### src/rtl/tiny_rv_mprf_sb.sv
// tiny_rv_mprf_sb: multi-port register file with a per-register busy scoreboard.
// Reads are combinational (with optional same-cycle write forwarding), writes land
// at the rising edge, and busy bits track in-flight producers for RAW/WAW detection.
module tiny_rv_mprf_sb #(
  parameter int XLEN   = 32,
  parameter int NREGS  = 32,
  parameter int NRD    = 2,
  parameter int NWR    = 1,
  parameter int BYPASS = 1,
  localparam int AW    = $clog2(NREGS)
) (
  input  logic                 i_clk,
  input  logic                 i_reset_n,
  input  logic [NRD*AW-1:0]    i_rd_addr,
  output logic [NRD*XLEN-1:0]  o_rd_data,
  output logic [NRD-1:0]       o_rd_busy,
  output logic                 o_raw_hazard,
  input  logic [NWR-1:0]       i_wr_en,
  input  logic [NWR*AW-1:0]    i_wr_addr,
  input  logic [NWR*XLEN-1:0]  i_wr_data,
  input  logic                 i_issue_en,
  input  logic [AW-1:0]        i_issue_rd,
  output logic                 o_issue_ready,
  input  logic                 i_flush,
  output logic [AW:0]          o_busy_cnt
);

  localparam logic BYP = (BYPASS != 0);

  logic [XLEN-1:0]  mem_q [NREGS];
  logic [NREGS-1:0] busy_q;
  logic [NREGS-1:0] busy_d;
  logic [NREGS-1:0] clr;
  logic [AW:0]      busy_cnt_q;
  logic [AW:0]      cnt_d;

  // Registers being written this cycle: their pending producer completes now.
  always_comb begin
    clr = '0;
    for (int j = 0; j < NWR; j++) begin
      if (i_wr_en[j]) clr[i_wr_addr[j*AW +: AW]] = 1'b1;
    end
    clr[0] = 1'b0;
  end

  // Issue gating, next busy vector and its popcount; flush overrides everything.
  always_comb begin
    logic pend;
    pend          = busy_q[i_issue_rd] & ~(BYP & clr[i_issue_rd]);
    o_issue_ready = (i_issue_rd == '0) | ~pend;
    if (i_flush) begin
      busy_d = '0;
    end else begin
      busy_d = busy_q & ~clr;
      if (i_issue_en && o_issue_ready && (i_issue_rd != '0)) busy_d[i_issue_rd] = 1'b1;
    end
    busy_d[0] = 1'b0;
    cnt_d = '0;
    for (int r = 0; r < NREGS; r++) cnt_d = cnt_d + {{AW{1'b0}}, busy_d[r]};
  end

  // Combinational read ports; the highest-index matching write port forwards its data.
  always_comb begin
    logic [AW-1:0]   a;
    logic [XLEN-1:0] d;
    o_rd_data = '0;
    o_rd_busy = '0;
    for (int k = 0; k < NRD; k++) begin
      a = i_rd_addr[k*AW +: AW];
      d = mem_q[a];
      if (BYP) begin
        for (int j = 0; j < NWR; j++) begin
          if (i_wr_en[j] && (i_wr_addr[j*AW +: AW] == a)) d = i_wr_data[j*XLEN +: XLEN];
        end
      end
      if (a == '0) d = '0;
      o_rd_data[k*XLEN +: XLEN] = d;
      o_rd_busy[k] = (a != '0) & busy_q[a] & ~(BYP & clr[a]);
    end
  end

  assign o_raw_hazard = |o_rd_busy;
  assign o_busy_cnt   = busy_cnt_q;

  // Storage update; later write ports override earlier ones on the same address.
  always_ff @(posedge i_clk or negedge i_reset_n) begin
    if (!i_reset_n) begin
      for (int r = 0; r < NREGS; r++) mem_q[r] <= '0;
    end else begin
      for (int j = 0; j < NWR; j++) begin
        if (i_wr_en[j] && (i_wr_addr[j*AW +: AW] != '0))
          mem_q[i_wr_addr[j*AW +: AW]] <= i_wr_data[j*XLEN +: XLEN];
      end
    end
  end

  // Scoreboard state: busy bits and their registered count move on the same edge.
  always_ff @(posedge i_clk or negedge i_reset_n) begin
    if (!i_reset_n) begin
      busy_q     <= '0;
      busy_cnt_q <= '0;
    end else begin
      busy_q     <= busy_d;
      busy_cnt_q <= cnt_d;
    end
  end

endmodule

### config.mk
export PLATFORM = sky130hd
export DESIGN_NAME = tiny_rv_mprf_sb
export DESIGN_NICKNAME = d
export VERILOG_FILES = /design/src/rtl/tiny_rv_mprf_sb.sv
export SDC_FILE = /design/constraint.sdc
export NUM_CORES = 2
export LEC_CHECK = 0
export ABC_CLOCK_PERIOD_IN_PS = 8100
export BUFFER_PORTS_ARGS = -buffer_cell sky130_fd_sc_hd__buf_2
export CAP_MARGIN = 20
export CORE_MARGIN = 10
export CORE_UTILIZATION = 45
export DETAILED_ROUTE_END_ITERATION = 12
export SLEW_MARGIN = 20
export SYNTH_ARGS = -nofsm -noshare
export SYNTH_HDL_FRONTEND = slang
export SYNTH_SLANG_ARGS = --single-unit
### constraint.sdc
create_clock -name i_clk -period 8.1 [get_ports i_clk]
set_clock_uncertainty 0.05 [all_clocks]
set_input_delay 1.62 -clock i_clk [delete_from_list [all_inputs] [get_ports i_clk]]
set_output_delay 1.62 -clock i_clk [all_outputs]
set_load 0.1 [all_outputs]
==> metrics.yaml <==
rsz0062_at_grt: "false"
synthCells: 3911
core_area_um2: 129000
ant_nets: 0
fmax_mhz: 133
cts_buffer_depth: 3
cp-start-kind: "primary input"
grt_pass1_vias: 37900
drv_cap: 0
drive_above_1_share_pct: 52.8
hpwl_mm: 97.1
yosysMostFrequentCell: "dfrtp_1"
cts_setup_buffers: 0
ctsHoldBuffers: 0
cp-startpoint: "i_issue_rd[0]"
synth_common_cells: "dfrtp_1, mux2_2, mux4_2, clkbuf_1, nand2_1"
synth_area_leaders: "dfrtp_1, mux4_2, mux2_2"
ys_ff_latch: 1061
syn_avg_cell_area_um2: 14.9
areaGrowthSynthToFinish_pct: 11.0
ys_types: 78
r2r_start: "busy_q[12]"
critPathKind: "primary input to flip-flop"
cts_tree: "yes"
grt_remaining_overflow: 0
numCtsBuffers: 115
die_area_um2: 144000
synthAdderAreaFrac_pct: 0.939
fp.dieH_um: 380
drt_first_iter_violations: 3219
ys_warn_count: 0
hp-start: "mem_q[1009]"
ys_async_sr_fraction_pct: 100
firstDrtPassIters: 5
drv_slew: 0
pin_count: 131
path_clk_slew_ns: 0.06
row_count: 132
worstPathMaxFanout: 7
hold_path_class: "flip-flop to flip-flop"
nets: 3921
vias: 36200
relSlewSlack_pct: 29.2
dieWidth_um: 380
antenna_found_initial: 4
htreeDepth: 3
grtUsageTotal_pct: 23.9
cts_resized: 0
synthXorXnorAreaFrac_pct: 0.255
synth_area_leader_cell: "dfrtp_1"
synth_edf_count: 0
fin_area_um2: 64800
via_per_inst: 6.38
status: "finished, final reports clean"
post-place-ws_ns: -0.106
totalWireLength_mm: 174
gp_congestion: 0.922
syn-num-nets: 3998
fin_cells: 5665
synth-compound-area-share_pct: 2.23
clk_latency_ns: 0.72
muxShareOfSynthArea_pct: 43.9
synth_top_family_by_area: "multiplexers"
arrival_ns: 8.09
start_util_pct: 45.2
avgRoutedWirePerCell_um: 30.7
p_total_mw: 16.4
hold_viol_final: 0
grt_pass1_wl_mm: 260
worst_setup_path_end_kind: "flip-flop"
synth_flop_cell: "dfrtp_1"
clockRootBuffer: "clkbuf_16"
cts_sinks: 1061
setup_viol: 0
io_buffer_count: 130
drc_errors: 0
p_per_area_nw_per_um2: 253
placed_cell_area_um2: 60900
worst_pin_slew_ns: 1.06
layout_setup_ws_ns: 0.602
finalCritPeriodShare_pct: 92.6
dp_cells: 5459
hold_slack_ns: 0.341
yosys.area.top_type_share_pct: 45.5
fin_util_pct: 50.2
n_antenna_cell: 0
period_needed_ns: 7.50
ir_drop_mv: 0.190
grt_max_degree: 162
yosysSeqAreaShare_pct: 45.5
synth_area_um2: 58300
p_leak_nw: 27.9
synthSimpleGateAreaFrac_pct: 3.93
final.fill_count: 11000
critPathRequiredTime_ns: 8.69
tns_ns: 0
## cells by family (layout without fill, tap and decap cells)
kind of cell,count (synthesis),count (layout)
multiplexers,1621,1621
flip-flops,1061,1061
AND/OR/NAND/NOR,517,517
buffers and inverters,479,491
AO/OA/AOI/OAI,186,186
adder cells (fa/ha/maj),30,30
XOR/XNOR,17,17
## registers in the layout, indices dropped and copies added (netlist names)
register    count
mem_q        1024
busy_q         31
o_busy_cnt      6
## worst paths after layout
check	cells past startpoint	slack (ns)	end
min reg2reg	0	0.34	mem_q[1009]
max	19	0.60	o_busy_cnt[4]
min in group asynchronous	1	0.84	o_busy_cnt[0]
max in group asynchronous	3	5.41	mem_q[54]
min	0	0.34	mem_q[1009]
max reg2reg	18	1.33	o_busy_cnt[4]
## cells in the final DEF, fill, tap and decap left out, types with 12 or more instances in the layout
cell type	Yosys	routed
a211oi_1	33	33
buf_12	0	18
buf_2	51	122
buf_4	2	110
bufinv_16	0	13
clkbuf_1	334	24
clkbuf_16	0	116
clkbuf_8	0	26
clkinv_2	0	20
dfrtp_1	1061	1061
fa_1	23	23
inv_1	24	23
mux2_2	928	928
mux2i_1	38	38
mux4_2	651	651
nand2_1	298	284
nand3_1	44	44
nor2_1	94	79
nor2_4	0	15
o21ai_0	53	53
o31ai_1	12	12
## power breakdown
group	leakage [nW]	total (mW)	switching, mW	internal (mW)
Sequential	13.7	6.93	0.658	6.27
Combinational	12.3	3.93	1.92	2.01
Clock	1.94	5.51	2.24	3.27
Total	27.9	16.4	4.82	11.5
## per-layer routing
layer,vias up,track usage (%),part of all wire [%]
met5,-,0,0.0040
met4,2,7.27,2.9
met3,289,3.55,5.8
met2,1191,38.3,48
met1,19800,33.6,44
li1,14900,-,-
## layout make-up
cell class | instances | area, µm² | share of cell area (%)
repair buffers | 257 | 1890 | 2.92
multi-input cells | 2371 | 30100 | 46.5
well taps | 1742 | 2180 | 3.36
inverters | 28 | 115 | 0.178
flip-flops and latches | 1061 | 26600 | 41.0
clock buffers | 166 | 3350 | 5.17
clock inverters | 40 | 572 | 0.883
## critical path, cell delays in order
cell	delay, ns
buf_2	0.19
mux4_1	0.58
mux4_2	0.47
o21a_2	0.15
nand2b_4	0.14
a31o_1	0.31
o22a_1	0.26
fa_1	0.52
fa_1	0.55
fa_1	0.43
fa_1	0.48
fa_1	0.49
inv_1	0.05
fa_1	0.45
fa_1	0.43
fa_1	0.46
a21o_1	0.17
a21oi_1	0.18
xnor2_1	0.14
Note: power is estimated with default switching activity, not from simulation.
